<file path="src/rtl/bus_arbiter_rr4.sv">
// bus_arbiter_rr4: round-robin owner arbiter for the 4:1 16-bit shared-bus mux.
//
// Requesters (0=CPU, 1=video, 2=paddle/ball, 3=I/O) raise req; one owner at a time is
// granted and the mux select is driven from the same registered decision. An owner can
// be force-released after MAX_HOLD consecutive cycles (0 = unlimited), and an optional
// idle gap of TURNAROUND cycles separates successive grants.
//
// Ports:
//   clk        in   1  system clock, rising edge
//   reset      in   1  synchronous, active-high
//   req        in   4  req[i]=1: requester i wants / still uses the bus
//   grant      out  4  registered one-hot (or zero) grant
//   mux_sel    out  2  mux select, index of the current/last owner
//   bus_valid  out  1  |grant
//   timeout    out  1  one-cycle pulse on a forced (MAX_HOLD) release
module bus_arbiter_rr4 #(
    parameter int unsigned MAX_HOLD   = 16,
    parameter int unsigned TURNAROUND = 1
) (
    input  logic       clk,
    input  logic       reset,
    input  logic [3:0] req,
    output logic [3:0] grant,
    output logic [1:0] mux_sel,
    output logic       bus_valid,
    output logic       timeout
);

    localparam int unsigned HoldW = (MAX_HOLD == 0) ? 1 : $clog2(MAX_HOLD + 1);
    localparam logic [HoldW-1:0] HoldMax = HoldW'(MAX_HOLD);
    // Gap counter loads TURNAROUND-1; only meaningful when TURNAROUND > 0.
    localparam logic [2:0] GapInit = (TURNAROUND > 0) ? 3'(TURNAROUND - 1) : 3'd0;

    typedef enum logic [1:0] {
        StIdle,
        StGrant,
        StGap
    } state_e;

    state_e           state_q, state_d;
    logic [3:0]       grant_q, grant_d;
    logic [1:0]       mux_sel_q, mux_sel_d;
    logic [1:0]       ptr_q, ptr_d;
    logic [HoldW-1:0] hold_q, hold_d;
    logic [2:0]       gap_q, gap_d;
    logic             timeout_q, timeout_d;

    logic [2:0] pick_idle;
    logic [2:0] pick_next;
    logic       own_req;
    logic       at_limit;

    // Returns {found, index} of the first set request searching p, p+1, p+2, p+3 (mod 4).
    function automatic logic [2:0] rr_pick(input logic [3:0] r, input logic [1:0] p);
        logic [2:0] res;
        logic [1:0] idx;
        res = '0;
        // Walk from lowest priority to highest so the highest-priority hit wins.
        for (int k = 3; k >= 0; k--) begin
            idx = p + 2'(k);
            if (r[idx]) begin
                res = {1'b1, idx};
            end
        end
        return res;
    endfunction

    always_comb begin
        pick_idle = rr_pick(req, ptr_q);
        // After a release the pointer moves to owner+1; used for back-to-back re-arbitration.
        pick_next = rr_pick(req, mux_sel_q + 2'd1);
        own_req   = req[mux_sel_q];
        at_limit  = (MAX_HOLD != 0) && (hold_q == HoldMax);
    end

    always_comb begin
        state_d   = state_q;
        grant_d   = grant_q;
        mux_sel_d = mux_sel_q;
        ptr_d     = ptr_q;
        hold_d    = hold_q;
        gap_d     = gap_q;
        timeout_d = 1'b0;

        unique case (state_q)
            StIdle: begin
                grant_d = '0;
                if (pick_idle[2]) begin
                    grant_d   = 4'(4'b0001 << pick_idle[1:0]);
                    mux_sel_d = pick_idle[1:0];
                    hold_d    = HoldW'(1);
                    state_d   = StGrant;
                end
            end
            StGrant: begin
                if (!own_req || at_limit) begin
                    // Still requesting means the release was forced by the hold limit.
                    timeout_d = own_req;
                    ptr_d     = mux_sel_q + 2'd1;
                    if (TURNAROUND > 0) begin
                        grant_d = '0;
                        gap_d   = GapInit;
                        state_d = StGap;
                    end else if (pick_next[2]) begin
                        grant_d   = 4'(4'b0001 << pick_next[1:0]);
                        mux_sel_d = pick_next[1:0];
                        hold_d    = HoldW'(1);
                    end else begin
                        grant_d = '0;
                        state_d = StIdle;
                    end
                end else if (MAX_HOLD != 0) begin
                    // Cannot pass HoldMax: reaching it forces a release above.
                    hold_d = hold_q + HoldW'(1);
                end
            end
            StGap: begin
                grant_d = '0;
                if (gap_q == 3'd0) begin
                    state_d = StIdle;
                end else begin
                    gap_d = gap_q - 3'd1;
                end
            end
            default: begin
                grant_d = '0;
                state_d = StIdle;
            end
        endcase
    end

    always_ff @(posedge clk) begin
        if (reset) begin
            state_q   <= StIdle;
            grant_q   <= '0;
            mux_sel_q <= '0;
            ptr_q     <= '0;
            hold_q    <= '0;
            gap_q     <= '0;
            timeout_q <= 1'b0;
        end else begin
            state_q   <= state_d;
            grant_q   <= grant_d;
            mux_sel_q <= mux_sel_d;
            ptr_q     <= ptr_d;
            hold_q    <= hold_d;
            gap_q     <= gap_d;
            timeout_q <= timeout_d;
        end
    end

    assign grant     = grant_q;
    assign mux_sel   = mux_sel_q;
    assign bus_valid = |grant_q;
    assign timeout   = timeout_q;

endmodule

</file>
<file path="config.mk">
export PLATFORM = sky130hd
export DESIGN_NAME = bus_arbiter_rr4
export DESIGN_NICKNAME = d
export VERILOG_FILES = /design/src/rtl/bus_arbiter_rr4.sv
export SDC_FILE = /design/constraint.sdc
export NUM_CORES = 1
export LEC_CHECK = 0
export BUFFER_PORTS_ARGS = -buffer_cell sky130_fd_sc_hd__buf_4
export CORE_MARGIN = 4
export CORE_UTILIZATION = 44
export CTS_BUF_LIST = sky130_fd_sc_hd__clkbuf_8
export DETAILED_ROUTE_END_ITERATION = 10
export PLACE_DENSITY = 0.67
export SLEW_MARGIN = 10
export SYNTH_ARGS = -nofsm -noshare
export SYNTH_HDL_FRONTEND = slang
export SYNTH_SLANG_ARGS = --single-unit
export TNS_END_PERCENT = 100
</file>
<file path="constraint.sdc">
create_clock -name clk -period 1.5 [get_ports clk]
set_input_delay 0.225 -clock clk [delete_from_list [all_inputs] [get_ports clk]]
set_output_delay 0.225 -clock clk [all_outputs]
set_load 0.03 [all_outputs]
</file>
After elaboration in Yosys (flattened, before gate mapping)
Cells that the tools add are included.
{"block": "word_totals", "register_bits": 19, "word_cells": 69}
{"block": "classes", "addsub": 6, "n_lt_le_gt_ge": 5, "n_eq_ne": 8, "n_shift": 1, "mux": 27, "bitwise": 2, "reduce_logical": 13}
{"operator": "3-bit two-way mux", "n": 6}
{"operator": "2-bit by 3-bit less-than comparator with 1-bit output (second input constant)", "n": 5}
{"operator": "1-bit binary-select mux with 2-bit select", "n": 5}
{"operator": "5-bit two-way mux", "n": 2}
{"operator": "2-bit != test (second input constant)", "n": 5}
{"operator": "5-bit case mux with 2 select lines", "n": 1}
{"operator": "3-bit AND reduction", "n": 3}
{"operator": "4-bit two-way mux", "n": 2}
{"operator": "4-bit case mux with 2 select lines", "n": 1}
{"operator": "2-bit two-way mux", "n": 3}
{"operator": "2-bit case mux with 3 select lines", "n": 1}
{"operator": "3-bit case mux with 2 select lines", "n": 1}
{"operator": "5-bit by 1-bit adder with 5-bit output (second input constant)", "n": 1}
{"operator": "5-bit == test (second input constant)", "n": 1}
{"operator": "1-bit two-way mux", "n": 5}
{"operator": "2-bit by 1-bit adder with 2-bit output (second input constant)", "n": 2}
{"operator": "2-bit adder (second input constant)", "n": 2}
{"operator": "2-bit AND reduction", "n": 2}
{"operator": "2-bit nonzero test", "n": 2}
{"operator": "4-bit OR reduction", "n": 1}
{"operator": "1-bit by 2-bit << shifter with 4-bit output (first input constant)", "n": 1}
{"operator": "3-bit logical NOT", "n": 1}
{"operator": "3-bit OR reduction", "n": 1}
{"operator": "3-bit by 1-bit subtractor with 3-bit output (second input constant)", "n": 1}
{"operator": "other kinds (6)", "n": 7}

Logic depth before layout (Yosys ltp)
Gate-level depths: netlist of the first run.
{"block": "logic_depth", "ltp_word": 10, "mapped_depth": 7, "mapped_depth_nobuf": 7}

Worst setup path before layout of the first run
No wires, ideal clock.
{"block": "synth_timing", "path_kind": "register to register", "startpoint": "register mux_sel_q[1], in the netlist mux_sel[1]", "endpoint": "register grant_q[2], in the netlist grant[2]", "setup_time_ps": 134, "t_arrival_ps": 1643, "required_time_ps": 1366, "setup_slack_ps": -277, "path_stages_with_launch": 6, "path_buffers": 0, "cell_sequence": "dfxtp_1 mux4_2 and3_4 nor2b_2 nand2_1 o21ai_0"}
{"block": "synth_via", "elab_chain_cells": 5}
{"element": "from (decl)", "line": "42", "source": "logic [1:0] mux_sel_q, mux_sel_d;"}
{"element": "from (signal assigned)", "line": "144", "source": "mux_sel_q <= mux_sel_d;"}
{"element": "1-bit binary-select mux with 2-bit select", "line": "72", "source": "own_req = req[mux_sel_q];"}
{"element": "1-bit two-way mux (not written as such)", "line": "72"}
{"element": "1-bit logical NOT", "line": "96", "source": "if (!own_req || at_limit) begin"}
{"element": "1-bit logical OR", "line": "96"}
{"element": "2-bit != test (no source line)"}
{"element": "to (signal assigned)", "line": "143", "source": "grant_q <= grant_d;"}
{"element": "to (decl)", "line": "41", "source": "logic [3:0] grant_q, grant_d;"}
Every way passes these cells. The select of a mux whose other input is x is not followed.
A chain may end at the register's enable or synchronous reset.

Worst setup path in the final report of the first run
{"block": "layout_timing", "startpoint": "register mux_sel_q[1], in the netlist mux_sel[1]", "endpoint": "register gap_q[2]"}
{"block": "layout_via", "elab_chain_cells": 6}
{"element": "1-bit binary-select mux with 2-bit select", "line": "72"}
{"element": "1-bit two-way mux (not written as such)", "line": "72"}
{"element": "1-bit logical NOT", "line": "96"}
{"element": "1-bit logical OR", "line": "96"}
{"element": "2-bit != test (no source line)"}
{"element": "3-bit AND reduction (no source line)"}
{"element": "to (signal assigned)", "line": "147", "source": "gap_q <= gap_d;"}
{"element": "to (decl)", "line": "45", "source": "logic [2:0] gap_q, gap_d;"}
Every way passes these cells. The select of a mux whose other input is x is not followed.

==> results.ini, run 1 <==
[global_routing]
globalRoute.totalOverflow=0
met3_use_gr_pct=3.27
grt_pass1_wl_mm=3.26
grt_use_total_pct=15.1
met2_usage_pct=24.5
grt_use_met1_pct=19.8
busiest_layer=met2
grt_antenna_before_repair=0
first_global_vias=780
largest_net_degree_at_the_start_of_global_routing=15

[synth]
synthSimpleGateAreaFrac_pct=27.0
synth_area_per_cell_um2=8.57
synthCells=110
postSynthNetCount=120
synth_enable_flop_cells=0
synth_xor_area_share_pct=3.72
ys_seq_area_share_pct=40.4
synthesis.area_um2=942
netlist-cell-type-count=30
synth.yosys.warnings=0
synth_compound_gate_area_share_pct=16.6
combinational_family_with_the_most_area_after_synthesis=simple AND/OR/NAND/NOR gates
post_synth_adder_cell_area_pct=5.31
most_frequently_used_flop_master_after_synthesis=sky130_fd_sc_hd__dfxtp_1
ys_ff_latch=19
postSynth.asyncResetShare_pct=0
synth.area.mux_share_pct=3.45

[clock_network]
clkSinkCount=19
ctsLongestPathBuffers=2
root_buffer=sky130_fd_sc_hd__clkbuf_8
cts.clk_slew.worst_paths_ns=0.07
cts.hold.buffers_added=0
cts_max_level=1
cts_tree=done
clkLatencyLatePin_ns=0.25
cts_inserted_buffers=3

[routing]
wl_per_cell_um=11.8
detailedRoute.firstPassIterationCount=4
post_drt_via_cell_ratio=5.06
count_of_vias_placed_by_the_detailed_router=835
drtIter0Drc=7
postRouteAntennaNets=0
total_length_of_routed_wires_mm=1.95
remaining_drc_errors=0

[final_layout]
n_antenna_cell=0
areaGrowthSynthToFinish_pct=35.6
fraction_of_layout_cells_with_a_size_suffix_above_1_pct=34.8
final_util_pct=63.8
nNetsFinal=149

[die]
io_pins=14
core-area_mm2=0.00200
die_h_um=54.3
floorplan.initialDensity_pct=47.1
dieArea_mm2=0.00295
placement_rows=16
dieWidth_um=54.3

[timing]
max_clock_freq_ghz=0.649
finalCriticalPeriod_ns=1.54
timing_max_transition_violations_final=0
final_setup_violation_count=6
hold_violations=0
grt_setup_unrepaired=yes
layout_setup_ws_ns=-0.0403
worst_slew_pin_tran_ns=0.314
hold_ws_ns=0.260
final.period_utilization_pct=103
timing.max_slew.rel_slack_pct=78.5
timing.setup.tns_ns=-0.109
clock-skew-final_ns=0.00186

[critical_path]
setup.worst_path.end_class=register
critical_path.top_delay_family=multiplexers
timing.critical_path.cells=mux4_2, a21boi_4, a21oi_1, a31oi_1, nor2_1
worstPathArrival_ns=1.68
critical_path_buffers_and_inverters=0
worst_setup_path_start_kind=register
crit_slowest_cell=sky130_fd_sc_hd__mux4_2
critical_path_peak_fanout=7
timing_worst_setup_path_type=reg -> reg
cp_data_required_time_ns=1.64
cpPeakStageDelay_ns=0.56

[worst_hold_path]
hold_path.class=in -> reg

[flow_run]
cap_violations=0

[placement]
placement.io_buffers=13
globalplace.congestion=0.771
post-dp-hpwl_mm=1.49

[power_and_ir_drop]
max-vdd-ir-drop_mv=0.758
total_design_power_uw=1250
p_leak_uw=0.000533
power.density_cell_area_mw_per_mm2=980

[outcome]
status=finished, violations left
violations=negative setup slack

[per-layer routing]
| layer | vias to the layer above | share of wire (%) |
|---|---|---|
| li1 | 438 | - |
| met1 | 385 | 49 |
| met2 | 10 | 48 |
| met3 | 2 | 2.9 |
| met4 | 0 | 0.41 |
| met5 | - | 0 |
[sequential cells by signal (all words and copies together), names as in the netlist]
name,cells
state_q,2
mux_sel,2
timeout,1
grant,4
ptr_q,2
hold_q,5
gap_q,3
[cell families after synthesis]
family / Yosys count
AND/OR/NAND/NOR: 48
XOR/XNOR: 4
buffers and inverters: 9
flip-flops: 19
AO/OA/AOI/OAI: 24
adder cells (fa/ha/maj): 4
multiplexers: 2
[Yosys cell counts (2+ instances only)]
| library cell | number | area (um2) |
|---|---|---|
| sky130_fd_sc_hd__or4_1 | 2 | 15.0 |
| sky130_fd_sc_hd__xor2_1 | 3 | 26.3 |
| sky130_fd_sc_hd__ha_1 | 4 | 50.1 |
| sky130_fd_sc_hd__a21oi_1 | 6 | 30.0 |
| sky130_fd_sc_hd__inv_1 | 8 | 30.0 |
| sky130_fd_sc_hd__nand3_1 | 3 | 15.0 |
| sky130_fd_sc_hd__nor2b_1 | 3 | 18.8 |
| sky130_fd_sc_hd__o21ai_0 | 7 | 35.0 |
| sky130_fd_sc_hd__o22ai_1 | 2 | 12.5 |
| sky130_fd_sc_hd__nor2_1 | 17 | 63.8 |
| sky130_fd_sc_hd__dfxtp_1 | 19 | 380 |
| sky130_fd_sc_hd__nand3b_1 | 2 | 15.0 |
| sky130_fd_sc_hd__a211oi_1 | 5 | 37.5 |
| sky130_fd_sc_hd__nand2_1 | 9 | 33.8 |
| sky130_fd_sc_hd__nand2b_1 | 5 | 31.3 |
[metrics by stage]
stage,worst slack [ns],instance area [um2],cells
final,-0.0403,1280,165
after global routing,-0.0996,1280,165
after CTS,-0.0465,1220,164
after detailed placement,-0.0413,1170,160
after global placement,-0.00110,1170,160
after floorplan,-0.0804,960,110
[path summary, 6_finish.rpt]
path	startpoint	slack [ns]	end	cells after the start
worst max register to register	mux_sel[1]$_SDFFE_PP0P_	-0.04	gap_q[2]$_SDFFE_PP0P_	5
worst min-delay path	reset	0.26	hold_q[1]$_SDFFE_PP0P_	2
worst max-delay path	mux_sel[1]$_SDFFE_PP0P_	-0.04	gap_q[2]$_SDFFE_PP0P_	5
worst min register to register	grant[3]$_SDFFE_PP0P_	0.47	grant[3]$_SDFFE_PP0P_	2
[final cells by class]
type / count / area (um2)
clock buffer: 3 / 41.3
sequential: 19 / 387
clock inverter: 1 / 3.75
inverter: 8 / 30.0
tap: 27 / 33.8
fill: 193 / 724
timing repair buffer: 25 / 195
multi-input combinational: 82 / 587
[where the power goes]
part	internal (uW)	total [uW]	switching (uW)
clock	181	342	161
combinational	162	344	181
sequential	538	567	28.4
[placed cells by master, fill, tap and decap left out, types with 2 or more instances in the layout]
| cell type | count |
|---|---|
| sky130_fd_sc_hd__a211oi_1 | 3 |
| sky130_fd_sc_hd__a211oi_2 | 2 |
| sky130_fd_sc_hd__a21oi_1 | 5 |
| sky130_fd_sc_hd__and3_4 | 2 |
| sky130_fd_sc_hd__buf_4 | 23 |
| sky130_fd_sc_hd__buf_6 | 2 |
| sky130_fd_sc_hd__clkbuf_8 | 3 |
| sky130_fd_sc_hd__dfxtp_1 | 16 |
| sky130_fd_sc_hd__dfxtp_2 | 2 |
| sky130_fd_sc_hd__ha_1 | 4 |
| sky130_fd_sc_hd__inv_1 | 9 |
| sky130_fd_sc_hd__nand2_1 | 7 |
| sky130_fd_sc_hd__nand2_2 | 2 |
| sky130_fd_sc_hd__nand2b_1 | 5 |
| sky130_fd_sc_hd__nand3_2 | 3 |
| sky130_fd_sc_hd__nand3b_1 | 2 |
| sky130_fd_sc_hd__nor2_1 | 17 |
| sky130_fd_sc_hd__nor2b_1 | 2 |
| sky130_fd_sc_hd__o21ai_0 | 3 |
| sky130_fd_sc_hd__o21ai_1 | 3 |
| sky130_fd_sc_hd__o22ai_1 | 2 |
| sky130_fd_sc_hd__xor2_1 | 3 |
[timing repair]
action,4_1_cts,5_1_grt
setup buffers,0,1
setup endpoints to repair,7,15
gates resized for setup,1,14
pin swaps,7,8
No activity file was read; power rests on OpenSTA's default activity.
==> run 2, diff against run 1 <==
--- a/config.mk
+++ b/config.mk
@@ -8,7 +8,6 @@
 export BUFFER_PORTS_ARGS = -buffer_cell sky130_fd_sc_hd__buf_4
 export CORE_MARGIN = 4
 export CORE_UTILIZATION = 44
-export CTS_BUF_LIST = sky130_fd_sc_hd__clkbuf_8
 export DETAILED_ROUTE_END_ITERATION = 10
 export PLACE_DENSITY = 0.67
 export SLEW_MARGIN = 10
==> run 2 against run 1 <==
Net effect: the flow still finishes with violations (negative setup slack); clock skew is 0.0037 ns higher; non-clock buffer count is 1 higher; die area stayed put; critical path type unchanged; utilization is 0.88 points lower; clock power is 25% lower; sequential power hardly changed; critical path depth stayed put; fmax hardly changed; via count is 1.2% higher; global-route usage is 0.58 points higher.
==> results.ini, run 2 (synthesis gave the netlist of run 1 again) <==
[routing]
post_drt_via_cell_ratio=5.09
wl_per_cell_um=11.7
drtIter0Drc=9
detailedRoute.firstPassIterationCount=4
count_of_vias_placed_by_the_detailed_router=845
remaining_drc_errors=0
total_length_of_routed_wires_mm=1.95
postRouteAntennaNets=0

[critical_path]
critical_path.reg2reg.endpoint=gap_q[2]$_SDFFE_PP0P_
r2r-start=mux_sel[1]$_SDFFE_PP0P_
critical_path.top_delay_family=multiplexers
timing.critical_path.cells=mux4_2, a21boi_4, a21oi_1, a31oi_1, nor2_1
crit_slowest_cell=sky130_fd_sc_hd__mux4_2
worstPathArrival_ns=1.72
worst_setup_slack_for_register_to_register_paths_ns=-0.04
timing_worst_setup_path_type=reg -> reg
cpPeakStageDelay_ns=0.56
cp_data_required_time_ns=1.69
critical_path_peak_fanout=7
worst_setup_path_start_kind=register
setup.worst_path.end_class=register
reg2regPathDepth=5
critical_path_buffers_and_inverters=0

[worst_hold_path]
timing.hold.worst_path_depth=2
hold_path_end=hold_q[1]$_SDFFE_PP0P_
hold_path.class=in -> reg
startpoint_of_the_worst_hold_path=reset

[timing]
final_setup_violation_count=6
timing_max_transition_violations_final=0
clock-skew-final_ns=0.00559
finalCriticalPeriod_ns=1.54
timing.setup.tns_ns=-0.121
final.period_utilization_pct=103
max_clock_freq_ghz=0.650
layout_setup_ws_ns=-0.0393
hold_ws_ns=0.208
worst_slew_pin_tran_ns=0.314
hold_violations=0
grt_setup_unrepaired=yes
timing.max_slew.rel_slack_pct=78.5

[final_layout]
mostFrequentLayoutCells=sky130_fd_sc_hd__buf_4, sky130_fd_sc_hd__nor2_1, sky130_fd_sc_hd__dfxtp_1
registers.top_by_ff_count=hold_q
layout_commonest_cell=sky130_fd_sc_hd__buf_4
areaGrowthSynthToFinish_pct=33.7
n_antenna_cell=0
layout.filler_cells=193
flip_flop_count_of_the_largest_register_after_layout=5
nNetsFinal=150
fraction_of_layout_cells_with_a_size_suffix_above_1_pct=36.0
final_cell_count_no_fill=166

[clock_network]
cts.clk_slew.worst_paths_ns=0.11
cts_max_level=1
cts.hold.buffers_added=0
root_buffer=sky130_fd_sc_hd__clkbuf_4
ctsLongestPathBuffers=2
clkLatencyLatePin_ns=0.29
cts_inserted_buffers=3
clkSinkCount=19
cts_tree=done

[placement]
place.detailed.instances=160
post-dp-hpwl_mm=1.49
globalplace.congestion=0.771
placement.io_buffers=13

[global_routing]
largest_net_degree_at_the_start_of_global_routing=15
first_global_vias=805
grt_antenna_before_repair=0
grt_use_total_pct=15.7
grt_pass1_wl_mm=3.37
globalRoute.totalOverflow=0

[power_and_ir_drop]
p_leak_uw=0.000526
power.density_cell_area_mw_per_mm2=922
max-vdd-ir-drop_mv=0.680

[die]
placement_rows=16
die_h_um=54.3
dieArea_mm2=0.00295
floorplan.initialDensity_pct=47.1
io_pins=14
core-area_mm2=0.00200
dieWidth_um=54.3

[flow_run]
cap_violations=0

[outcome]
violations=negative setup slack
status=finished, violations left

run 2: cell types whose count changed in the layout (fill, tap and decap cells not counted), moves of 2 or more:
cell	previous run	this run
sky130_fd_sc_hd__dfxtp_2	2	4
sky130_fd_sc_hd__clkbuf_8	3	0
sky130_fd_sc_hd__buf_4	23	25
sky130_fd_sc_hd__clkbuf_4	0	3
sky130_fd_sc_hd__dfxtp_1	16	14
run 2: layout make-up:
class                           count  area, um2  area share, %
Multi-Input combinational cell     82        582           46.2
Sequential cell                    19        389           30.9
Timing Repair Buffer               26        199           15.8
Tap cell                           27       33.8           2.68
Inverter                            8       30.0           2.38
Clock buffer                        4       26.3           2.09
run 2: repair_timing:
item	4_1_cts	5_1_grt
buffers inserted	2	0
pin swaps	9	11
gates resized for setup	6	9
endpoints found under the setup margin	8	15
cloned	0	0
run 2: metal layers:
metal | part of all wire, % | GRT usage, % | vias to the layer above
met5 | 0 | 0 | -
li1 | - | - | 442
met4 | 0.51 | 4.98 | 0
met2 | 48 | 25.5 | 13
met1 | 48 | 20.2 | 388
met3 | 3.9 | 4.09 | 2
run 2: how the worst max path moves through the flow:
| stage | startpoint | slack, ns | depth (start not counted) | to |
|---|---|---|---|---|
| floorplan | mux_sel[1]$_SDFFE_PP0P_ | -0.08 | 5 | gap_q[0]$_SDFFE_PP0P_ |
| global placement | mux_sel[1]$_SDFFE_PP0P_ | -0.001 | 5 | hold_q[3]$_SDFFE_PP0P_ |
| detailed placement | mux_sel[1]$_SDFFE_PP0P_ | -0.04 | 5 | gap_q[0]$_SDFFE_PP0P_ |
| CTS | mux_sel[1]$_SDFFE_PP0P_ | -0.05 | 5 | gap_q[2]$_SDFFE_PP0P_ |
| global route | mux_sel[1]$_SDFFE_PP0P_ | -0.10 | 5 | gap_q[2]$_SDFFE_PP0P_ |
| finish | mux_sel[1]$_SDFFE_PP0P_ | -0.04 | 5 | gap_q[2]$_SDFFE_PP0P_ |
run 2: worst reg2reg max path: stages (launching register included):
cell                       delay, ns
sky130_fd_sc_hd__dfxtp_4        0.37
sky130_fd_sc_hd__mux4_2         0.56
sky130_fd_sc_hd__a21boi_4       0.25
sky130_fd_sc_hd__a21oi_1        0.06
sky130_fd_sc_hd__a31oi_1        0.14
sky130_fd_sc_hd__nor2_1         0.06
run 2: power by group:
| part | internal (uW) | leakage, uW | switching (uW) |
|---|---|---|---|
| logic | 159 | 0.000354 | 180 |
| registers | 539 | 0.000157 | 27.7 |
| clock network | 103 | 0.0000150 | 152 |
run 2: metrics by stage:
step,setup slack [ns],utilization (%),power [uW],cell area (um2)
2_1_floorplan,-0.0804,-,762,960
3_3_place_gp,-0.00110,58.4,879,1170
3_5_place_dp,-0.0413,58.4,887,1170
4_1_cts,-0.0543,61.1,1150,1220
5_1_grt,-0.103,62.9,1230,1260
6_report,-0.0393,62.9,1160,1260
==> run 3, diff against run 2 <==
--- a/config.mk
+++ b/config.mk
@@ -6,10 +6,10 @@
 export NUM_CORES = 1
 export LEC_CHECK = 0
 export BUFFER_PORTS_ARGS = -buffer_cell sky130_fd_sc_hd__buf_4
+export CORE_ASPECT_RATIO = 0.7
 export CORE_MARGIN = 4
 export CORE_UTILIZATION = 44
 export DETAILED_ROUTE_END_ITERATION = 10
-export PLACE_DENSITY = 0.67
 export SLEW_MARGIN = 10
 export SYNTH_ARGS = -nofsm -noshare
 export SYNTH_HDL_FRONTEND = slang
==> constraint.sdc (replaced) <==
create_clock -name clk -period 1.6 [get_ports clk]
set_input_delay 0.24 -clock clk [delete_from_list [all_inputs] [get_ports clk]]
set_output_delay 0.24 -clock clk [all_outputs]
set_load 0.02 [all_outputs]
==> run 3 against run 2 <==
Net effect: the run now ends clean; non-clock buffer count down 7; via count down 3.6%; worst hold slack better by 0.0014 ns; routed wire length up 6.5%; utilization down 2.5 points; clock power down 5%; sequential cell count unchanged.
==> results.ini, run 3 (synthesis gave the netlist of run 1 again) <==
[outcome]
status=finished clean

[global_routing]
grt_antenna_before_repair=0
grt_pass1_wl_mm=3.57
first_global_vias=796
largest_net_degree_at_the_start_of_global_routing=15
grt_use_total_pct=15.8
globalRoute.totalOverflow=0

[clock_network]
cts_max_level=1
cts_tree=done
cts.hold.buffers_added=0
cts.clk_slew.worst_paths_ns=0.11
cts_inserted_buffers=3
clkSinkCount=19
root_buffer=sky130_fd_sc_hd__clkbuf_4
clkLatencyLatePin_ns=0.30
ctsLongestPathBuffers=2

[timing]
grt_setup_unrepaired=yes
timing_max_transition_violations_final=0
layout_setup_ws_ns=0.0214
final.period_utilization_pct=98.7
finalCriticalPeriod_ns=1.58
timing.max_slew.rel_slack_pct=68.7
worst_slew_pin_tran_ns=0.466
hold_ws_ns=0.210
final_setup_violation_count=0
max_clock_freq_ghz=0.633
clock-skew-final_ns=0.00255
timing.setup.tns_ns=0
hold_violations=0

[final_layout]
final_util_pct=60.4
flip_flop_count_of_the_largest_register_after_layout=5
layout.filler_cells=190
fraction_of_layout_cells_with_a_size_suffix_above_1_pct=25.0
areaGrowthSynthToFinish_pct=24.2
nNetsFinal=143
mostFrequentLayoutCells=sky130_fd_sc_hd__buf_4, sky130_fd_sc_hd__nor2_1, sky130_fd_sc_hd__dfxtp_1
registers.top_by_ff_count=hold_q
postLayoutCellArea_mm2=0.00117
layout_commonest_cell=sky130_fd_sc_hd__buf_4
n_antenna_cell=0

[critical_path]
critical_path.reg2reg.endpoint=gap_q[2]$_SDFFE_PP0P_
worstPathArrival_ns=1.78
launch_point_of_the_worst_path=mux_sel[1]$_SDFFE_PP0P_
worst_setup_path_start_kind=register
setup.worst_path.end_class=register
timing_worst_setup_path_type=reg -> reg
reg2regPathDepth=5
worst_setup_slack_for_register_to_register_paths_ns=0.02
r2r-start=mux_sel[1]$_SDFFE_PP0P_
critical_path_peak_fanout=8
cp_data_required_time_ns=1.80

[die]
core-area_mm2=0.00194
die_h_um=46.7
io_pins=14
dieWidth_um=63.3
dieArea_mm2=0.00296
floorplan.initialDensity_pct=48.7
placement_rows=13

[routing]
remaining_drc_errors=0
postRouteAntennaNets=0
wl_per_cell_um=13.5
count_of_vias_placed_by_the_detailed_router=815
total_length_of_routed_wires_mm=2.07
detailedRoute.firstPassIterationCount=4
drtIter0Drc=60
post_drt_via_cell_ratio=5.29

[placement]
post-dp-hpwl_mm=1.52
globalplace.congestion=0.851
placement.io_buffers=13
dpl-instance-area_mm2=0.00110
preCtsSetupSlack_ns=0.0233

[power_and_ir_drop]
p_leak_uw=0.000489
power.density_cell_area_mw_per_mm2=898
max-vdd-ir-drop_mv=0.570

[flow_run]
cap_violations=0

[worst_hold_path]
timing.hold.worst_path_depth=2
hold_path_end=state_q[1]$_SDFFE_PP0P_
hold_path.class=in -> reg
startpoint_of_the_worst_hold_path=reset

==> run 3: worst max path at each step <==
stage	end	cells after the start	slack, ns
finish	gap_q[2]$_SDFFE_PP0P_	5	0.02
global route	hold_q[4]$_SDFFE_PP0P_	5	-0.08
CTS	gap_q[0]$_SDFFE_PP0P_	5	0.008
detailed placement	gap_q[0]$_SDFFE_PP0P_	6	0.02
global placement	gap_q[0]$_SDFFE_PP0P_	6	0.03
floorplan	grant[2]$_SDFFE_PP0P_	5	0.009
==> run 3: what timing repair did <==
action / 4_1_cts / 5_1_grt
resized for setup: 0 / 8
endpoints found under the setup margin: 0 / 15
setup buffers: 0 / 1
==> run 3: stage by stage <==
step / std cells / total power [uW]
2_1_floorplan: 110 / 690
3_5_place_dp: 149 / 789
6_report: 154 / 1050
5_1_grt: 154 / 1110
3_3_place_gp: 149 / 786
4_1_cts: 153 / 1030
==> run 3: critical path, stage by stage (launching register included) <==
cell                       delay, ns
sky130_fd_sc_hd__dfxtp_2        0.36
sky130_fd_sc_hd__mux4_2         0.56
sky130_fd_sc_hd__a21boi_4       0.28
sky130_fd_sc_hd__a21oi_1        0.07
sky130_fd_sc_hd__a31oi_1        0.14
sky130_fd_sc_hd__nor2_1         0.06
==> run 3: per-layer routing <==
| metal | up-vias | global-route usage, % | wire length, um |
|---|---|---|---|
| met3 | 2 | 5.37 | 80 |
| met1 | 373 | 21.4 | 1110 |
| met2 | 11 | 24.5 | 877 |
| li1 | 429 | - | - |
| met5 | - | 0 | 0 |
| met4 | 0 | 3.86 | 10 |
==> run 3: area by class of cell <==
| cell class | count | area [um2] | share of cell area, % |
|---|---|---|---|
| Clock buffer | 3 | 22.5 | 1.93 |
| Clock inverter | 1 | 5.00 | 0.428 |
| Inverter | 8 | 30.0 | 2.57 |
| Multi-Input combinational cell | 82 | 556 | 47.5 |
| Sequential cell | 19 | 383 | 32.7 |
| Tap cell | 22 | 27.5 | 2.35 |
| Timing Repair Buffer | 19 | 146 | 12.5 |
==> run 3: where the power goes <==
| group | internal [uW] | switching (uW) | total (uW) |
|---|---|---|---|
| combinational | 132 | 144 | 276 |
| sequential | 504 | 27.1 | 531 |
| clock | 93.2 | 150 | 243 |
| total | 730 | 321 | 1050 |
